--- config.mk ---
export PLATFORM = sky130hd
export DESIGN_NAME = stk_cmd_init
export DESIGN_NICKNAME = d
export VERILOG_FILES = /design/src/rtl/stk_cmd_init.sv
export SDC_FILE = /design/constraint.sdc
export NUM_CORES = 1
export LEC_CHECK = 0
export BUFFER_PORTS_ARGS = -buffer_cell sky130_fd_sc_hd__buf_2
export CORE_MARGIN = 2
export CORE_UTILIZATION = 45
export DETAILED_ROUTE_END_ITERATION = 10
export PLACE_DENSITY = 0.67
export SLEW_MARGIN = 20
export SYNTH_ARGS = -nofsm -noshare
export SYNTH_HDL_FRONTEND = slang
export SYNTH_SLANG_ARGS = --single-unit
--- constraint.sdc ---
create_clock -name clk -period 4 [get_ports clk]
set_input_delay 0.2 -clock clk [delete_from_list [all_inputs] [get_ports clk]]
set_output_delay 0.2 -clock clk [all_outputs]
set_load 0.02 [all_outputs]
--- src/rtl/stk_cmd_init.sv ---
// Per-engine command initiator: queues client requests, drives one stack-pipe command lane,
// waits for the completion pulse (with timeout) and hands a completion back to the client.

package stk_pkg;
    typedef enum logic [1:0] {
        OP_NOP  = 2'd0,
        OP_PUSH = 2'd1,
        OP_POP  = 2'd2,
        OP_PEEK = 2'd3
    } opcode_t;
endpackage

module stk_cmd_init #(
    parameter int DEPTH   = 4,
    parameter int DAT_W   = 128,
    parameter int TMO_CYC = 64
) (
    input  logic                 clk,
    input  logic                 srst,
    input  logic                 i_req_vld,
    input  stk_pkg::opcode_t     i_req_opcode,
    input  logic [DAT_W-1:0]     i_req_dat,
    output logic                 o_req_rdy,
    output stk_pkg::opcode_t     o_cmd_opcode,
    output logic [DAT_W-1:0]     o_cmd_dat,
    input  logic                 i_cmd_ack,
    input  logic                 i_rsp_vld,
    output logic                 o_rsp_vld,
    output stk_pkg::opcode_t     o_rsp_opcode,
    output logic                 o_rsp_tmo,
    input  logic                 i_rsp_rdy,
    output logic                 o_err_spurious,
    output logic                 o_busy
);
    import stk_pkg::*;

    localparam int AW = $clog2(DEPTH);
    localparam int CW = AW + 1;
    localparam int TW = $clog2(TMO_CYC);
    localparam logic [CW-1:0] FULL_CNT = CW'(DEPTH);
    localparam logic [TW-1:0] TMO_LAST = TW'(TMO_CYC - 1);

    localparam logic [1:0] ST_IDLE  = 2'd0;
    localparam logic [1:0] ST_ISSUE = 2'd1;
    localparam logic [1:0] ST_WAIT  = 2'd2;
    localparam logic [1:0] ST_RESP  = 2'd3;

    opcode_t          op_mem  [DEPTH];
    logic [DAT_W-1:0] dat_mem [DEPTH];

    logic [AW-1:0]    wr_ptr_q, rd_ptr_q;
    logic [CW-1:0]    count_q, count_d;
    logic             rdy_q;
    logic [1:0]       state_q, state_d;
    logic [TW-1:0]    tmo_cnt_q, tmo_cnt_d;
    opcode_t          rsp_op_q, rsp_op_d;
    logic             rsp_tmo_q, rsp_tmo_d;
    logic             err_q;
    logic             push, pop;
    opcode_t          head_op;
    logic [DAT_W-1:0] head_dat;

    // Ready comes from the registered count, so a full FIFO refuses even when popping.
    assign push     = i_req_vld & rdy_q;
    assign head_op  = op_mem[rd_ptr_q];
    assign head_dat = dat_mem[rd_ptr_q];
    assign count_d  = count_q + CW'(push) - CW'(pop);

    always_ff @(posedge clk) begin
        if (push) begin
            op_mem[wr_ptr_q]  <= i_req_opcode;
            dat_mem[wr_ptr_q] <= i_req_dat;
        end
    end

    always_ff @(posedge clk) begin
        if (srst) begin
            wr_ptr_q <= '0;
            rd_ptr_q <= '0;
            count_q  <= '0;
            rdy_q    <= 1'b0;
        end else begin
            if (push) wr_ptr_q <= wr_ptr_q + AW'(1);
            if (pop)  rd_ptr_q <= rd_ptr_q + AW'(1);
            count_q <= count_d;
            rdy_q   <= (count_d != FULL_CNT);
        end
    end

    always_comb begin
        state_d   = state_q;
        pop       = 1'b0;
        tmo_cnt_d = tmo_cnt_q;
        rsp_op_d  = rsp_op_q;
        rsp_tmo_d = rsp_tmo_q;
        case (state_q)
            ST_IDLE: begin
                // NOP entries are dropped here and never reach the pipe.
                if (count_q != '0) begin
                    if (head_op == OP_NOP) pop = 1'b1;
                    else                   state_d = ST_ISSUE;
                end
            end
            ST_ISSUE: begin
                if (i_cmd_ack) begin
                    pop       = 1'b1;
                    rsp_op_d  = head_op;
                    tmo_cnt_d = '0;
                    state_d   = ST_WAIT;
                end
            end
            ST_WAIT: begin
                if (i_rsp_vld) begin
                    rsp_tmo_d = 1'b0;
                    state_d   = ST_RESP;
                end else if (tmo_cnt_q == TMO_LAST) begin
                    rsp_tmo_d = 1'b1;
                    state_d   = ST_RESP;
                end else begin
                    tmo_cnt_d = tmo_cnt_q + TW'(1);
                end
            end
            ST_RESP: begin
                if (i_rsp_rdy) state_d = ST_IDLE;
            end
            default: state_d = ST_IDLE;
        endcase
    end

    always_ff @(posedge clk) begin
        if (srst) begin
            state_q   <= ST_IDLE;
            tmo_cnt_q <= '0;
            rsp_op_q  <= OP_NOP;
            rsp_tmo_q <= 1'b0;
            err_q     <= 1'b0;
        end else begin
            state_q   <= state_d;
            tmo_cnt_q <= tmo_cnt_d;
            rsp_op_q  <= rsp_op_d;
            rsp_tmo_q <= rsp_tmo_d;
            // Any completion pulse outside WAIT, including one arriving after a timeout.
            if (i_rsp_vld && state_q != ST_WAIT) err_q <= 1'b1;
        end
    end

    assign o_req_rdy      = rdy_q;
    assign o_cmd_opcode   = (state_q == ST_ISSUE) ? head_op : OP_NOP;
    assign o_cmd_dat      = (state_q == ST_ISSUE) ? head_dat : '0;
    assign o_rsp_vld      = (state_q == ST_RESP);
    assign o_rsp_opcode   = rsp_op_q;
    assign o_rsp_tmo      = rsp_tmo_q;
    assign o_err_spurious = err_q;
    assign o_busy         = (state_q != ST_IDLE) || (count_q != '0);

endmodule

# Word level (Yosys, flattened, before mapping)
# Memory sizes are Yosys's and may differ from the RTL's. A register that Yosys moved wholly into a read port is not among the register bits.
# Cells that the tools add are included.
classes:
  n_bitwise: 1
  n_addsub: 5
  n_eq_ne: 13
  n_reduce_logical: 12
  mux: 25
op_table:
  columns: ["op", "count"]
  rows:
  - ["$mux W128", 1]
  - ["$mux W2", 11]
  - ["$mux W6", 3]
  - ["$ne A2 B2 Y1 const B", 6]
  - ["$pmux W6 S2", 1]
  - ["$pmux W2 S4", 1]
  - ["$mux W1", 7]
  - ["$add A6 B1 Y6 const B", 1]
  - ["$eq A6 B6 Y1 const B", 1]
  - ["$ne A3 B3 Y1 const B", 2]
  - ["$reduce_bool A2 Y1", 3]
  - ["$reduce_and A5 Y1", 1]
  - ["$add A2 B1 Y2 const B", 2]
  - ["$eq A2 B2 Y1 const B", 2]
  - ["$logic_not A2 Y1", 2]
  - ["$reduce_and A2 Y1", 2]
  - ["$reduce_and A4 Y1", 1]
  - ["$add A3 B1 Y3", 1]
  - ["$reduce_bool A3 Y1", 1]
  - ["$sub A3 B1 Y3", 1]
  - ["$eq A2 B1 Y1 const B", 1]
  - ["$ne A2 B1 Y1 const B", 1]
  - ["$pmux W1 S2", 1]
  - ["$and A1 B1 Y1", 1]
  - ["2 further kinds", 2]
totals:
  input_bits: 136
  mem_count: 2
  mem_bits_rw: 520
  regBits: 20
  elab_cells: 67
memory_table:
  columns: ["memory", "words", "width", "read_ports", "rd_ports_with_merged_regs", "wr", "line", "source"]
  rows:
  - ["dat_mem", 4, 128, 1, 1, 1, "49", "logic [DAT_W-1:0] dat_mem [DEPTH];"]
  - ["op_mem", 4, 2, 1, 1, 1, "48", "opcode_t op_mem [DEPTH];"]

# Depth between registers and ports, before layout
depth:
  word_depth: 6
  ltp_mapped: 14
  mapped_depth_nobuf: 14

# Worst setup path before layout
# No wires, ideal clock.
synth_path:
  kind: "register to register"
  start: "register rdy_q (netlist: o_req_rdy)"
  end: "memory dat_mem[1][0], enable pin"
  setup_time_ps: 505
  n_path_buf: 0
  slack_ps: -118
  arrival_time_ps: 3613
  stages_incl_launch_ff: 2
  period_less_slack_ps: 4118
  cell_sequence: "dfxtp_1 > and3_1"
synth_between:
  elab_chain_len: 3
synth_rtl:
  columns: ["item", "line", "source"]
  rows:
  - ["start, declared", "53", "logic rdy_q;"]
  - ["start signal, assigned", "86", "rdy_q <= (count_d != FULL_CNT);"]
  - ["$and A1 B1 Y1", "64", "assign push = i_req_vld & rdy_q;"]
  - ["$mux W1", "70", "if (push) begin"]
  - ["$mux W1 (implied by the code)", "72", "dat_mem[wr_ptr_q] <= i_req_dat;"]
  - ["end, declared", "49", null]
# No other way between the ends.

==> impl_summary.log <==
INFO  metric status = finished, final reports clean
INFO  metric critPathSlowestCell = buf_4
INFO  metric reg2reg_setup_slack = 0.90 ns
INFO  metric fp.coreArea = about 45000 sq um
INFO  metric timing.setup.tns = 0 ns
INFO  metric post_synth_num_cell_types = 35
INFO  metric final_nets = approximately 1500
INFO  metric antenna_found_initial = 4
INFO  metric drt-initial-drc-count = 770
INFO  metric met3_usage = 3.660%
INFO  metric grt_first_pass_wirelength = 63440 um
INFO  metric finalHoldWorstSlack = 0.1955 ns
INFO  metric worstPathMaxFanout = 36
INFO  metric post-cts-setup-buffer-count = 0
INFO  metric timing.rr.start = state_q[0]$_SDFFE_PP0P_
INFO  metric hold_viol_final = 0
INFO  metric area_added_between_synthesis_and_finish = 25.56%
INFO  metric final_max_slew_viol_count = 0
INFO  metric critPathCaptureType = output port
INFO  metric cts_hold_repair.buffers = about 130
INFO  metric via_per_inst = 5.170
INFO  metric vias = 10500
INFO  metric slew-limit-headroom = between 30% and 40%
INFO  metric timing.rr.end = o_req_rdy$_SDFF_PP0_
INFO  metric synth-seq-cells = 542
INFO  metric rows = between 70 and 80
INFO  metric p_leak = between 9 and 10 nW
INFO  metric ff2ff_path_depth = 14
INFO  metric syn-cell-area = between 20000 and 25000 sq um
INFO  metric category_of_the_most_critical_setup_path = flip-flop to output port
INFO  metric met1_usage = 22.89%
INFO  metric grt_busiest_layer = met2
INFO  metric global_route.overflow_total = 0
INFO  metric gr-usage-all-layers = 17.51%
INFO  metric floorplan.die_area = 47750 sq um
INFO  metric drtPass1Iterations = 5
INFO  metric numClockSinks = 542
INFO  metric net_count_of_the_mapped_netlist = 1103
INFO  metric synth.largest_area_cell = edfxtp_1
INFO  metric worst-slew-pin-transition = 1.050 ns
INFO  metric drt-wirelength-per-cell = 20.52 um
INFO  metric fin_skew = 0.02134 ns
INFO  metric port_buffers = 272
INFO  metric power.ir.vdd_worst = 0.3437 mV
INFO  metric met2_usage = between 20 and 30%
INFO  metric crit_path_cell_trace = buf_4 > buf_4 > mux4_2 > and2_1 > buf_2
INFO  metric largest_net_degree_at_the_start_of_global_routing = 120
INFO  metric initial_core_util = between 40 and 50%
INFO  metric cts.reportedPaths.clkPinSlew = 0.06 ns
INFO  metric setup.worst_path.end = o_cmd_dat[17]
INFO  metric worstSkewPairLatency = about 0.60 ns
INFO  metric crit_path_start_kind = flip-flop
INFO  metric synth_warnings = 0
INFO  metric tritoncts_clock_tree = yes
INFO  metric cts-buffers-inserted = between 50 and 60
INFO  metric max_cap_viol_count = 0
INFO  metric cts_htree_levels = 2
INFO  metric period_needed = between 3 and 4 ns
INFO  metric hpwl = 22770 um
INFO  metric die_height = 218.5 um
INFO  metric worst-endpoint-required = 3.80 ns
INFO  metric detail_route.drc_violations = 0
INFO  metric drtAntennaViolNets = 0
INFO  metric first_global_vias = 11080
INFO  metric hold_path_depth = 5
INFO  metric drive_gt1_share = 35.18%
INFO  metric worst_path_largest_cell_delay = between 0.6 and 0.7 ns
INFO  metric fin_total_pwr = 0.01578 W
INFO  metric final_util = 57.29%
INFO  metric pin_count = about 270
INFO  metric unrepaired_setup_endpoints_after_global_routing = no
INFO  metric power_density = 606.9 nW/um^2
INFO  metric seq_area_frac_synth = between 70 and 80%
INFO  metric yosys.area.top_type_share = 75.41%
INFO  metric fp.dieW = 218.5 um
INFO  metric hp-class = primary input to flip-flop
INFO  metric max_clk_rate = ~0.30 GHz
INFO  metric postCtsResizedCells = 0
INFO  metric ctsRootBufferMaster = clkbuf_16
INFO  metric synth.avg_cell_area = around 22 sq um
INFO  metric worst_ep_arrival_time = 3.13 ns
INFO  metric final-setup-viol-count = 0
INFO  metric fin_ws = 0.6665 ns
INFO  metric globalplace.congestion = 0.7740
INFO  metric post-route-period-util = 83.34%
INFO  metric synthTopCellsByArea = edfxtp_1 75%, mux4_2 14%, and2_1 4.0%, dfxtp_1 2.1%, ha_1 0.73%
INFO  metric synthesis.instances = 954
INFO  metric worst_path_most_repeated_cell = buf_4
INFO  metric postRouteWirelength = 41660 um
INFO  metric clock_tree.buffer_depth = 3
INFO  metric preCtsSetupSlack = around 0.90 ns
==> worst min path at each step <==
stage | startpoint | to | slack, ns
2_1_floorplan | i_rsp_vld | o_rsp_tmo$_SDFFE_PP0P_ | 0.29
3_3_place_gp | i_req_dat[70] | dat_mem[2][70]$_DFFE_PP_ | 0.41
3_5_place_dp | i_req_dat[12] | dat_mem[3][12]$_DFFE_PP_ | 0.42
4_1_cts | i_rsp_rdy | state_q[0]$_SDFFE_PP0P_ | 0.13
5_1_grt | i_rsp_rdy | state_q[0]$_SDFFE_PP0P_ | 0.15
6_report | i_rsp_rdy | state_q[0]$_SDFFE_PP0P_ | 0.20
==> per-layer routing <==
layer	up-vias	wire (um)
li1	4714	-
met1	5476	17650
met2	242	20930
met3	61	1989
met4	2	1075
met5	-	11
==> synthesized netlist by cell type, drive strengths merged <==
cell       n
and2     131
o21ai      2
nand2     11
or2        1
buf       23
nor3       7
o221ai     1
o221a      1
mux2i      2
inv       13
ha        12
nor2      13
o2bb2a     1
dfxtp     22
a21oi      7
and3       4
fa         1
o21a       1
a2111oi    1
nor2b      3
mux4     129
a222oi     1
nand3      5
mux2       2
xnor2      8
a211oi     4
o21bai     1
o311a      1
nand2b     2
edfxtp   520
clkbuf    24
==> cell usage in the layout, fill, tap and decap left out, types with 6 or more instances in the layout <==
master | netlist | routed
mux4_2 | 129 | 129
buf_4 | 0 | 8
clkinv_1 | 0 | 10
inv_1 | 13 | 13
nor3_1 | 6 | 6
ha_1 | 12 | 11
dlygate4sd3_1 | 0 | 134
clkinv_2 | 0 | 6
dfxtp_1 | 22 | 20
nor2_1 | 13 | 13
edfxtp_1 | 520 | 520
clkbuf_16 | 0 | 56
a21oi_1 | 7 | 7
bufinv_16 | 0 | 9
clkbuf_1 | 24 | 15
and2_1 | 131 | 131
buf_2 | 17 | 272
nand2_1 | 11 | 11
xnor2_1 | 8 | 8
==> layout make-up <==
type	count	area (sq um)
diodes	3	7.507
clock buffers	71	1458
clock inverters	30	386.6
fillers	3384	19380
inverters	13	48.80
multi-input cells	352	4423
flip-flops and latches	542	16060
well taps	600	750.7
repair buffers	419	2863
==> critical path, delay by kind of cell, from the launching register on <==
family                 cells  cell delay (ns)
DFF                        1             0.38
buffers and inverters      3             1.37
muxes                      1             0.59
and+or+nand+nor            1             0.18
==> logic make-up after synthesis <==
family,after synthesis,synth area share (%)
buffers and inverters,60,1.263
DFF,542,77.53
muxes,133,14.24
xor gates and xnor gates,8,0.3384
adders and majority gates,13,0.8217
and+or+nand+nor,177,5.039
AOI/OAI and AO/OA,21,0.7674
==> power breakdown <==
part	switching [W]	total, W	internal [W]
logic	0.00211	0.00373	0.00162
clock network	0.00206	0.00521	0.00315
registers	0.000124	0.00685	0.00672
==> registers in the layout (all words and copies together) (netlist names), named ones only <==
signal,cells
count_q,3
dat_mem,512
o_err_spurious,1
o_req_rdy,1
o_rsp_opcode,2
o_rsp_tmo,1
op_mem,8
rd_ptr_q,2
state_q,2
tmo_cnt_q,6
wr_ptr_q,2
==> stage by stage <==
stage,cell area (sq um),std cells
finish,26000,2030
global route,26000,2030
CTS,25990,2027
detailed placement,22810,1792
global placement,22810,1792
floorplan,20710,954
Note: power is estimated with default switching activity, not from simulation.
